$ cat config.mk
export PLATFORM = sky130hd
export DESIGN_NAME = regfile_dump
export DESIGN_NICKNAME = d
export VERILOG_FILES = /design/src/rtl/regfile_dump.sv
export SDC_FILE = /design/constraint.sdc
export NUM_CORES = 1
export LEC_CHECK = 0
export ABC_AREA = 0
export BUFFER_PORTS_ARGS = -buffer_cell sky130_fd_sc_hd__buf_2
export CORE_ASPECT_RATIO = 1.2
export CORE_MARGIN = 2
export CORE_UTILIZATION = 25
export CTS_CLUSTER_DIAMETER = 40
export DETAILED_ROUTE_END_ITERATION = 8
export SLEW_MARGIN = 20
export SYNTH_ARGS = -nofsm -noshare
export SYNTH_HDL_FRONTEND = slang
export SYNTH_SLANG_ARGS = --single-unit
export TNS_END_PERCENT = 20
$ cat constraint.sdc
create_clock -name clk -period 2 [get_ports clk]
set_input_delay 0.1 -clock clk [delete_from_list [all_inputs] [get_ports clk]]
set_output_delay 0.1 -clock clk [all_outputs]
set_load 0.01 [all_outputs]
$ cat src/rtl/regfile_dump.sv
// rtl/regfile_dump.sv - parametrised two-read/one-write register file with streaming dump engine
module regfile_dump #(
   parameter int              DATA_W    = 8,
   parameter int              ADDR_W    = 2,
   parameter logic [DATA_W-1:0] RESET_VAL = '0,
   parameter bit              ZERO_R0   = 1'b0,
   parameter bit              BYPASS    = 1'b1
) (
   input  logic              clk,
   input  logic              reset,
   input  logic              RegWrite,
   input  logic [ADDR_W-1:0] WriteR,
   input  logic [DATA_W-1:0] WriteD,
   input  logic [ADDR_W-1:0] Read1,
   input  logic [ADDR_W-1:0] Read2,
   output logic [DATA_W-1:0] ReadD1,
   output logic [DATA_W-1:0] ReadD2,
   input  logic              DumpReq,
   input  logic              DumpReady,
   output logic              DumpValid,
   output logic [ADDR_W-1:0] DumpAddr,
   output logic [DATA_W-1:0] DumpData,
   output logic              DumpBusy,
   output logic              DumpDone
);

   localparam int DEPTH = 2 ** ADDR_W;
   localparam logic [ADDR_W-1:0] LAST_ADDR = '1;

   typedef enum logic {IDLE, SCAN} state_t;

   logic [DATA_W-1:0] regs [DEPTH];
   logic              writeEn;
   state_t            state, stateNext;
   logic              validNext, doneNext;
   logic [ADDR_W-1:0] addrNext;
   logic [DATA_W-1:0] dataNext;

   // A write to a hard-wired zero register is dropped entirely, including for bypass.
   assign writeEn = RegWrite && !(ZERO_R0 && (WriteR == '0));

   always_ff @(posedge clk or posedge reset) begin
      if (reset) begin
         for (int i = 0; i < DEPTH; i++) regs[i] <= RESET_VAL;
      end else if (writeEn) begin
         regs[WriteR] <= WriteD;
      end
   end

   function automatic logic [DATA_W-1:0] readPort(input logic [ADDR_W-1:0] a);
      if (ZERO_R0 && (a == '0))                 return '0;
      else if (BYPASS && writeEn && (a == WriteR)) return WriteD;
      else                                      return regs[a];
   endfunction

   // Value the register holds after the current edge, regardless of BYPASS.
   function automatic logic [DATA_W-1:0] postEdgeVal(input logic [ADDR_W-1:0] a);
      if (ZERO_R0 && (a == '0))        return '0;
      else if (writeEn && (a == WriteR)) return WriteD;
      else                             return regs[a];
   endfunction

   always_comb begin
      ReadD1 = readPort(Read1);
      ReadD2 = readPort(Read2);
   end

   always_ff @(posedge clk or posedge reset) begin
      if (reset) begin
         state     <= IDLE;
         DumpValid <= 1'b0;
         DumpAddr  <= '0;
         DumpData  <= '0;
         DumpDone  <= 1'b0;
      end else begin
         state     <= stateNext;
         DumpValid <= validNext;
         DumpAddr  <= addrNext;
         DumpData  <= dataNext;
         DumpDone  <= doneNext;
      end
   end

   always_comb begin
      stateNext = state;
      validNext = DumpValid;
      addrNext  = DumpAddr;
      dataNext  = DumpData;
      doneNext  = 1'b0;
      case (state)
         IDLE: begin
            if (DumpReq) begin
               stateNext = SCAN;
               validNext = 1'b1;
               addrNext  = '0;
               dataNext  = postEdgeVal('0);
            end
         end
         SCAN: begin
            if (DumpValid && DumpReady) begin
               if (DumpAddr == LAST_ADDR) begin
                  stateNext = IDLE;
                  validNext = 1'b0;
                  addrNext  = '0;
                  dataNext  = '0;
                  doneNext  = 1'b1;
               end else begin
                  addrNext = DumpAddr + ADDR_W'(1);
                  dataNext = postEdgeVal(DumpAddr + ADDR_W'(1));
               end
            end
         end
         default: stateNext = IDLE;
      endcase
   end

   assign DumpBusy = (state == SCAN);

endmodule

==> results of run 1 <==
==> final cells by class <==
class	instances	area share, %
Sequential cell	45	34.2
Inverter	2	0.228
Clock buffer	5	3.80
Clock inverter	3	0.646
Tap cell	129	4.90
Timing Repair Buffer	62	11.0
Multi-Input combinational cell	130	45.2
==> worst min-delay path: stages <==
cell	delay (ns)
buf_2	0.12
nor2_1	0.04
nor2_1	0.08
==> how the worst min path moves through the flow <==
| stage | from | endpoint | slack [ns] | cells after the start |
|---|---|---|---|---|
| after floorplan | DumpReq | DumpBusy$_DFF_PP0_ | 0.22 | 2 |
| after global placement | reset | regs[8]$_DFFE_PP0P_ | 0.15 | 3 |
| after detailed placement | reset | regs[8]$_DFFE_PP0P_ | 0.16 | 3 |
| after CTS | DumpReq | DumpBusy$_DFF_PP0_ | 0.08 | 3 |
| after global routing | DumpReq | DumpBusy$_DFF_PP0_ | 0.10 | 3 |
| final | DumpReq | DumpBusy$_DFF_PP0_ | 0.1 | 3 |
==> sequential cells by signal, indices dropped and copies added (netlist names) <==
| register | flops |
|---|---|
| DumpDone | 1 |
| DumpValid | 1 |
| DumpData | 8 |
| DumpAddr | 2 |
| DumpBusy | 1 |
| regs | 32 |
==> routing by layer <==
| metal | track usage (%) | part of all wire, % | vias to the layer above |
|---|---|---|---|
| met4 | 3.34 | 1.0 | 0 |
| met1 | 16.4 | 43 | 960 |
| li1 | - | - | 850 |
| met2 | 20.7 | 52 | 37 |
| met5 | 0 | 0 | - |
| met3 | 2.08 | 3.5 | 6 |
==> kinds of logic after synthesis <==
logic type      after synthesis  synth area share (%)
fa+ha+maj                     1                 0.464
mux                          81                  43.7
buf+inv                      14                  3.01
flops                        45                  41.7
compound gates               17                  3.99
simple gates                 25                  5.15
xor+xnor                      6                  1.95
==> through the flow <==
stage                     util (%)  cells  cell area [µm²]  hold slack, ns  setup WS [ns]
after detailed placement      29.8    367             3140           0.159          0.145
after floorplan                  -    189             2700           0.225          0.162
after CTS                     31.3    376             3290          0.0755          0.132
after global placement        29.8    367             3140           0.154          0.208
after global routing          31.3    376             3290           0.103        0.00612
final                         31.3    376             3290          0.0989          0.157
==> power breakdown <==
group          switching [W]  total [W]  internal [W]
sequential          0.000196    0.00135       0.00115
clock               0.000375   0.000841      0.000466
combinational       0.000788    0.00175      0.000957
total                0.00136    0.00393       0.00257
==> cells in the final DEF (no fill, tap or decap), types with 3 or more instances in the layout <==
master and count:
nand2b_1 3, buf_4 13, mux2_2 46, nor2_1 5
mux4_2 24, buf_2 47, mux2i_1 9, o21ai_0 6
dfrtp_1 45, a22oi_1 6, nand3_1 5, clkbuf_16 5
a21oi_1 3, xnor2_1 5, nand2_1 5
==> what timing repair did <==
action,CTS,global route
resized for setup,0,0
setup endpoints to repair,0,0
hold buffers,1,0
endpoints found under the hold margin,45,0
==> run summary, run 1 <==
The launching instance or port of the critical path is DumpAddr[1]$_DFFE_PP0P_. The required time at the endpoint of the critical path is approximately 2.2 ns. The category of cells accounting for the largest share of critical-path delay is adder cells. The endpoint identified for the worst register-to-register timing path is DumpData[2]$_DFFE_PP0P_. The flip-flop and latch count after synthesis came out at 45. In the post-synthesis netlist, the cell with the most instances is mux2_2. The unique cell type count in the Yosys netlist is 26.

The initialized floorplan defines between 40 and 50 standard-cell rows. The critical path runs through a total of 6 cells. The full die area came out at roughly 12000 µm². On the critical path, the stage with the largest delay is an instance of ha_1. The setup TNS is 0 ns.

The max-slew violation count came out at 0. The clock buffer count from CTS came out at 5. Post-CTS timing repair inserted 0 buffers for setup. The top fanout value on the critical path came out at 8.

In the synthesized netlist, the cells that appear most often are mux2_2 (46), dfrtp_1 (45), mux4_2 (24). The number of fill cells in the layout came out at 1041. Entering global routing, the biggest net connects 46 pins. The number of hold violations in the final report came to 0. The fraction of layout instances using a drive strength above 1 is 57.9%. CTS placed an instance of clkbuf_16 at the clock tree root. The async set-reset flop share out of synthesis came out at 100%. Global routing finished with a remaining overflow of 0.

The critical path endpoint category is a flip-flop. The number of global-route vias before repair is 1928. In the synthesized netlist the dominant register cell turns out to be dfrtp_1.

The initial antenna violation count is 0. The total standard cell area after synthesis is between 2000 and 3000 µm². The final weighted congestion of routability-driven global placement came out at 0.728.

The kind of critical path is flip-flop to flip-flop. In this run the worst hold path is classified as input port to flip-flop. The H-tree depth reported by CTS came out at 2. Timing would allow up to 0.543 GHz.

Ranked by total cell area, the synthesized netlist is headed by dfrtp_1 (42%), mux4_2 (20%), mux2_2 (19%). Across every metal layer, demand over resource in global routing totals ~12%. The remaining antenna violation count came out at 0. The deepest clock path buffer count came out at 2. Counting every net in the synthesized netlist gives 209. The count of maximum capacitance violations is 0.

The total DRC errors in the routed layout came out at 0. The global-route wire length before repair came out at 11000 µm. The via count came out at 1853.

Input and output buffers added on the ports amount to 47. The endpoint arrival time on the critical path came out at about 2 ns. The buffer and inverter count on the worst path is 1. The leakage power came out at 1.39 nW. The core footprint came out at 10500 µm².

The gate count after technology mapping is 189. The growth of design area from synthesis to finish is 22.1%. The final total power is 0.00393 W. The fraction of synthesized cell area taken by the top area cell type came out at a little over two fifths. After detailed routing, the total wire length is about 7000 µm.

Once the floorplan was initialized, standard cells occupied 25.7% of the core. Of all cell types, the one taking the most synthesized area is dfrtp_1. The diode insertion count for antenna repair came out at 0. Setup repair after global routing left no endpoint under its margin. The die is between 90 and 100 µm wide. The final net count is 266. The tightest slew margin relative to the limit is between 60% and 70%.

The number of I/O pins came out at 48. The flow ran to the end, and the final reports show no timing, DRC or antenna violations. The power density relative to cell area came out at between 1000 and 1500 nW/µm². In the routed layout, each cell is associated on average with a via count of 4.93. The CTS clock-pin slew for the worst setup and hold paths is 0.07 ns. The multi-input gate area in the final layout is 1490 µm².

The sequential cell area came out at approximately 1100 µm². The post-synthesis area per instance is 14.3 µm². The worst-case reg-to-reg path depth came out at 6. The number of enable-type register cells in the synthesized netlist is 0. The placed wire-length estimate came out at a little over 5000 µm.

The number of detailed-routing iterations run before antenna repair came out at 4. Sequential elements use 41.7% of the synthesized area. The iteration-0 DRC count of the detailed router is approximately 120. Following the worst setup path forward leads to its endpoint at DumpData[2]$_DFFE_PP0P_. Measured along the y axis, the die boundary spans 118 µm. The average routed wire per standard cell is 18.6 µm. The worst-margin pin slew came out at 0.562 ns.

The number of setup violations in the final report came out at 0. The biggest cell delay along the critical path came out at between 0.4 and 0.5 ns. The TritonCTS clock tree is built.

For the final database, setup skew stands at 0.0101 ns. The worst setup slack for register-to-register paths came out at 0.16 ns. The clock latency of the later-clocked register in the worst-skew pair came out at ~0.29 ns. Traced cell by cell, the critical path runs through ha_1 -> xnor2_1 -> and3_1 -> buf_4 -> mux2i_1 -> o21ai_0.

The worst register-to-register path begins at DumpAddr[1]$_DFFE_PP0P_. The number of clock sinks is 45. The worst setup path is launched from a flip-flop.

The post-layout minimum cycle time is 1.84 ns. For this run, the number of Yosys warnings is 0. The ratio of final minimum period to clock period came out at 92.2%. The maximum vdd ir drop came out at 385 µV.
(Power assumes the default switching activity.)
==> run 2: changes to the inputs <==
- CELL_PAD_IN_SITES_DETAIL_PLACEMENT: default -> 0
- CELL_PAD_IN_SITES_GLOBAL_PLACEMENT: default -> 1
- PLACE_DENSITY_LB_ADDON: default -> 0.1
==> run 2 against run 1 <==
Sequential power is essentially flat. Wire length grew 13%. Largest power group unchanged. Maximum frequency grew 2.3%. Non-clock buffer count grew 6. First-iteration DRC count shrank 14%. Sequential share of layout area shrank 0.60 points. Worst setup slack gained 0.041 ns. Register-to-register slack gained 0.04 ns. Critical endpoint is now DumpData[6]$_DFFE_PP0P_.
==> run summary, run 2 (synthesis results as in run 1) <==
The number of hold violations in the final report was 0 (unchanged). The placed wire-length estimate is 5650 µm (+12%). The horizontal die dimension is 98.8 µm (unchanged).

The setup skew after layout came out at 0.00756 ns (-0.00254 ns). The via count came to 1893 (+2.2%). The count of buffers added by post-CTS timing repair for setup came to 0 (unchanged). The count of maximum capacitance violations is 0 (unchanged). The initial antenna violation count came out at 0 (unchanged). The number of clock sinks is 45 (unchanged). The CTS clock-pin slew for the worst setup and hold paths was 0.06 ns (about the same). The cell-internal power is 0.00276 W (+7.3%).

The clock root buffer is clkbuf_16. The upper clock frequency limit is 0.555 GHz (+2.3%). The full die area came to 11600 µm² (unchanged). The iteration-0 DRC count of the detailed router came out at 100 (-14%). The setup slack of the critical path after layout came to 0.198 ns (+0.0409 ns). The wire length after detailed routing was 7910 µm (+13%). The flow ran to the end, and the final reports show no timing, DRC or antenna violations. The worst register-to-register path begins at DumpAddr[1]$_DFFE_PP0P_.

The endpoint arrival time on the critical path came to 1.97 ns (-0.03 ns). The class of the most critical hold timing path is input port to flip-flop. The diode insertion count for antenna repair is 0 (unchanged). The power density relative to cell area is 1240 nW/µm² (+3.9%). The logic gate share of total power is 43.5% (-0.9 points). The switching power as a share of total power is 33.5% (-0.99 points). Leaving out fill and tap cells, the most frequent cell in the layout is buf_2. The initial core utilization is 25.7% (unchanged). The number of detailed-routing iterations run before antenna repair is 4 (unchanged). The clock buffer count from CTS came out at 5 (unchanged). The total DRC errors in the routed layout came out at 0 (unchanged). The deepest clock path buffer count is 2 (unchanged). The fraction of layout instances using a drive strength above 1 is 58.5% (+0.60 points). The die span in y is 118 µm (unchanged). The most critical setup path has its startpoint at DumpAddr[1]$_DFFE_PP0P_. Setup repair after global routing left no endpoint under its margin. The top fanout value on the critical path came out at 7 (-1).

The relative contribution of the clock network to total power is 23.7% (+2.3 points). The final weighted congestion of routability-driven global placement came to 0.714 (-1.9%). The library cells used most frequently in the layout, excluding fill and tap cells, are buf_2 (47), mux2_2 (46), dfrtp_1 (45), mux4_2 (24), buf_4 (20). The average routed wire per standard cell came out at 20.7 µm (+11%). The number of global-route vias before repair is 2000 (+3.7%).

The kind of critical path is flip-flop to flip-flop. The leakage power was 1.43 nW (+2.6%). The post-layout minimum cycle time came to 1.80 ns (-0.0409 ns). The max-slew violation count was 0 (unchanged). The pre-CTS setup slack is 0.192 ns (+0.0473 ns).

The post-cts hold buffer count came out at 1 (unchanged). In the final layout, the registers with the most flip-flops are regs: 32 flops, DumpData: 8 flops, DumpAddr: 2 flops. The H-tree depth reported by CTS came to 2 (unchanged). STA classifies the critical path startpoint as a flip-flop. The worst-margin pin slew came to 0.617 ns (+0.0551 ns).

The setup TNS came to 0 ns (unchanged). The core footprint is 10500 µm² (unchanged). The overall overflow remaining after global route came out at 0 (unchanged).

The worst hold margin is 0.0726 ns (-0.0263 ns). The switching power total came out at 0.00140 W (+2.7%). The global-route wire length before repair came out at 12400 µm (+13%). The required time at the endpoint of the critical path was 2.16 ns (about the same).

STA classifies the critical path endpoint as a flip-flop. The clock latency of the later-clocked register in the worst-skew pair is 0.29 ns (about the same). The number of setup violations in the final report came out at 0 (unchanged). The number of I/O pins is 48 (unchanged).

The number of rows created at floorplan was 41 (unchanged). The maximum vdd ir drop came out at 438 µV (+14%). The number of gates resized after CTS is 0 (unchanged). The final net count came out at 272 (+2.3%). The growth of design area from synthesis to finish is 24.3%.

The remaining antenna violation count was 0 (unchanged). The final total power came to 0.00416 W (+5.7%). TritonCTS built the clock tree.

In this run the most critical hold path is launched from DumpReq. The total global routing track utilization came out at 14.2% (+1.9 points). The pin count of the biggest net entering global routing came out at 46 (unchanged).

The power share of the sequential group was 32.8% (-1.5 points). The ratio of final minimum period to clock period came out at 90.1% (-2.0 points). The register with the most flip-flops is regs. The average via count per standard cell is 4.96 (+0.55%). The flip-flop count of the largest register, all copies and words added came out at 32 (unchanged). The quantity of I/O buffers inserted on ports was 47 (unchanged). The tightest slew margin relative to the limit is 58.9% (-3.6 points).
run 2: metrics by stage:
step / util (%) / cells / cell area (µm²)
6_report: 31.9 / 382 / 3350
5_1_grt: 31.9 / 382 / 3350
4_1_cts: 31.9 / 382 / 3350
3_5_place_dp: 30.1 / 373 / 3170
3_3_place_gp: 30.1 / 373 / 3170
2_1_floorplan: - / 189 / 2700
run 2: metal layers:
layer	part of all wire [%]	global-route usage [%]	vias to the layer above
li1	-	-	857
met1	48	21.0	988
met2	47	21.3	39
met3	3.4	2.67	9
met4	1.5	4.02	0
met5	0	0	-
run 2: final timing paths:
check	to	slack [ns]	cells after the start
min in group asynchronous	regs[4]$_DFFE_PP0P_	0.52	4
max in group asynchronous	regs[3]$_DFFE_PP0P_	1.07	4
hold / removal	DumpBusy$_DFF_PP0_	0.07	3
setup / recovery	DumpData[6]$_DFFE_PP0P_	0.20	7
setup reg to reg	DumpData[6]$_DFFE_PP0P_	0.20	7
hold reg to reg	DumpData[5]$_DFFE_PP0P_	0.53	2
run 2: critical path: stages (launching register included):
cell and delay [ns]:
dfrtp_1 0.40, ha_1 0.30, buf_4 0.20, xnor2_1 0.13
and3_1 0.19, buf_4 0.17, mux2i_1 0.20, a21oi_1 0.08
run 2: final cells by class:
cell class	instances	area (µm²)
Clock buffer	7	143
Inverter	2	7.51
Fill cell	1043	7160
Clock inverter	1	30.0
Timing Repair Buffer	68	395
Tap cell	129	161
Sequential cell	45	1130
Multi-Input combinational cell	130	1490
run 2: power groups by stage:
stage	registers (W)	clock network (W)	logic, W
2_1_floorplan	0.00137	0	0.00116
3_3_place_gp	0.00138	0	0.00183
3_5_place_dp	0.00138	0	0.00184
4_1_cts	0.00136	0.00101	0.00184
6_report	0.00137	0.000984	0.00181
5_1_grt	0.00140	0.00105	0.00197
==> run 3: changes to the inputs <==
==> constraint.sdc (replaced) <==
create_clock -name clk -period 2 [get_ports clk]
set_input_delay 0 -clock clk [delete_from_list [all_inputs] [get_ports clk]]
set_output_delay 0 -clock clk [all_outputs]
set_load 0.01 [all_outputs]
==> run 3 against run 2 <==
Clock power fell by 19%. Clock-buffer cell count rose by 1. Maximum frequency rose by 1.0%. Clock skew fell by 0.0061 ns. First-iteration DRC count fell by 20%. Worst setup slack improved by 0.018 ns. Combinational power barely moved. Cell area fell by 0.71%. Flip-flop and latch count did not move. Final cell count fell by 0.52%. Critical path depth did not move. Critical endpoint is now DumpData[4]$_DFFE_PP0P_. Highest routed layer unchanged.
==> run summary, run 3 (synthesis results as in run 1) <==
The run finished with clean final reports. The full die area was 11600 µm² (unchanged). The clock latency of the later-clocked register in the worst-skew pair came out at 0.28 ns (about the same). The number of global-route vias before repair is 2053 (+2.7%). The global-route wire length before repair is 12200 µm (-1.6%).

The diode insertion count for antenna repair came out at 0 (unchanged). The endpoint arrival time on the critical path came out at 1.94 ns (-0.03 ns). The pin count of the biggest net entering global routing came out at 26 (-43%).

Walking the worst path, the cells encountered are ha_1 -> buf_12 -> xnor2_1 -> and3_1 -> buf_4 -> mux2i_1 -> a21oi_1. The pre-CTS setup slack came out at 0.224 ns (+0.0322 ns). The total global routing track utilization came out at 13.8% (-0.43 points).

The number of detailed-routing iterations run before antenna repair came out at 4 (unchanged). The total DRC errors in the routed layout came to 0 (unchanged). The instance count along the most critical hold path is 2 (-1). The number of hold violations in the final report is 0 (unchanged).

The register with the most flip-flops is regs. The ratio of final minimum period to clock period came out at 89.2% (-0.91 points). The count of buffers added by post-CTS timing repair for setup came out at 0 (unchanged).

The final weighted congestion of routability-driven global placement came to 0.751 (+5.1%). The buffer and inverter count on the worst path came to 2 (unchanged). The largest registers in the layout are regs: 32 flops, DumpData: 8 flops, DumpAddr: 2 flops. The kind of critical path is flip-flop to flip-flop. The number of setup violations in the final report came out at 0 (unchanged).

In this run the critical register-to-register path is launched from DumpAddr[1]$_DFFE_PP0P_. The tightest min-delay check is of the input port to flip-flop type. The deepest clock path buffer count came out at 2 (unchanged). The via count came to 1885 (-0.42%). The TritonCTS clock tree is built. The final total power came out at 0.00399 W (-4.0%). The slowest stage of the critical path is the dfrtp_1 cell. The power density relative to cell area is 1200 nW/µm² (-3.3%).

The remaining antenna violation count came out at 0 (unchanged). The post-layout minimum cycle time is 1.78 ns (-0.0183 ns). The final net count came out at 270 (-0.74%).

The number of rows created at floorplan came out at 41 (unchanged). The count of placed standard cells in the final layout, fillers left out is 380 (-0.52%). The top cell types in the final layout, fill and taps aside, are buf_2 (47), mux2_2 (46), dfrtp_1 (45), mux4_2 (24), buf_4 (15). The horizontal die dimension is 98.8 µm (unchanged). The most frequent standard cell in the layout excluding fill and tap cells is buf_2. The initial antenna violation count is 0 (unchanged). The upper clock frequency limit is 0.561 GHz (+1.0%). The core footprint came out at 10500 µm² (unchanged). The iteration-0 DRC count of the detailed router came out at 80 (-20%). The tightest slew margin relative to the limit was 58.9% (about the same).

The quantity of I/O buffers inserted on ports was 47 (unchanged). The flip-flop count of the largest register, all copies and words added is 32 (unchanged). The max-slew violation count came to 0 (unchanged). The CTS clock-pin slew for the worst setup and hold paths came out at 0.06 ns (about the same). The start point of the worst hold path is WriteD[0]. The setup slack of the critical path after layout came out at 0.216 ns (+0.0183 ns).

The required time at the endpoint of the critical path was 2.16 ns (about the same). The endpoint of the worst hold path is regs[16]$_DFFE_PP0P_. The number of clock sinks is 45 (unchanged). The clock buffer count from CTS came out at 5 (unchanged).

The setup TNS was 0 ns (unchanged). The cell family contributing the most delay on the critical path is flip-flops. The fraction of layout instances using a drive strength above 1 came out at 57.0% (-1.5 points). The top fanout value on the critical path is 8 (+1).

The average via count per standard cell was 4.96 (+0.10%). The critical register-to-register path endpoint is DumpData[4]$_DFFE_PP0P_. The type of origin of the critical path is a flip-flop. The worst-case reg-to-reg path depth came out at 7 (unchanged).

The worst-margin pin slew came out at 0.614 ns (-0.00246 ns). The overall overflow remaining after global route is 0 (unchanged). The placed wire-length estimate came out at 5570 µm (-1.5%). The setup skew after layout was 0.00146 ns (-0.00610 ns). The clock root buffer is clkbuf_16.

The biggest cell delay along the critical path is 0.40 ns (about the same). The post-route core utilization came out at 31.7% (-0.23 points). The die span in y came out at 118 µm (unchanged). The growth of design area from synthesis to finish is 23.4%. The average routed wire per standard cell was 19.9 µm (-3.7%). The wire length after detailed routing is 7580 µm (-4.2%). The worst setup slack for register-to-register paths is 0.22 ns (+0.02 ns). STA classifies the critical path endpoint as a flip-flop. Setup repair after global routing left no endpoint under its margin. The initial core utilization came out at 25.7% (unchanged). The leakage power came to 1.41 nW (-1.4%). The count of maximum capacitance violations came out at 0 (unchanged).

The number of I/O pins is 48 (unchanged). The H-tree depth reported by CTS was 2 (unchanged). The cell count after placement came out at 370 (-0.80%). The maximum vdd ir drop is 575 µV (+31%).
run 3: changes by cell type in the layout (fill, tap and decap cells not counted), sizes merged:
cell,before,now
buf,67,64
bufinv,1,0
clkbuf,7,8
dlygate4sd3,1,2
run 3: through the flow:
step | hold slack, ns | cell area (µm²)
2_1_floorplan | 0.125 | 2700
3_3_place_gp | 0.0768 | 3170
3_5_place_dp | 0.0674 | 3170
4_1_cts | 0.0492 | 3330
5_1_grt | 0.0543 | 3330
6_report | 0.0512 | 3330
run 3: report_power, final:
group	internal [W]	leakage, nW	switching [W]
logic	0.00102	0.805	0.000822
registers	0.00115	0.536	0.000204
clock network	0.000465	0.0652	0.000332
run 3: area by class of cell:
type | instances | area (µm²)
Tap cell | 129 | 161
Timing Repair Buffer | 66 | 408
Clock buffer | 8 | 136
Inverter | 2 | 7.51
Multi-Input combinational cell | 130 | 1490
Sequential cell | 45 | 1130
Fill cell | 1054 | 7190
run 3: what timing repair did:
item | 4_1_cts | 5_1_grt
hold buffers | 2 | 0
endpoints found under the hold margin | 21 | 0
resized for setup | 0 | 0
run 3: worst max-delay path by stage:
stage | to | depth (start not counted) | startpoint
after floorplan | DumpData[4]$_DFFE_PP0P_ | 7 | DumpAddr[0]$_DFFE_PP0P_
after global placement | DumpData[6]$_DFFE_PP0P_ | 7 | DumpAddr[0]$_DFFE_PP0P_
after detailed placement | DumpData[4]$_DFFE_PP0P_ | 5 | DumpAddr[1]$_DFFE_PP0P_
after CTS | DumpData[4]$_DFFE_PP0P_ | 7 | DumpAddr[1]$_DFFE_PP0P_
after global routing | DumpData[2]$_DFFE_PP0P_ | 7 | DumpAddr[1]$_DFFE_PP0P_
final | DumpData[4]$_DFFE_PP0P_ | 7 | DumpAddr[1]$_DFFE_PP0P_
run 3: layer usage:
| metal | part of all wire (%) | vias to the layer above | global-route usage [%] | wire length (µm) |
|---|---|---|---|---|
| li1 | - | 859 | - | - |
| met1 | 48 | 983 | 19.9 | 3620 |
| met2 | 48 | 38 | 21.5 | 3610 |
| met3 | 3.7 | 5 | 2.55 | 281 |
| met4 | 1.0 | 0 | 3.17 | 78 |
| met5 | 0 | - | 0 | 0 |
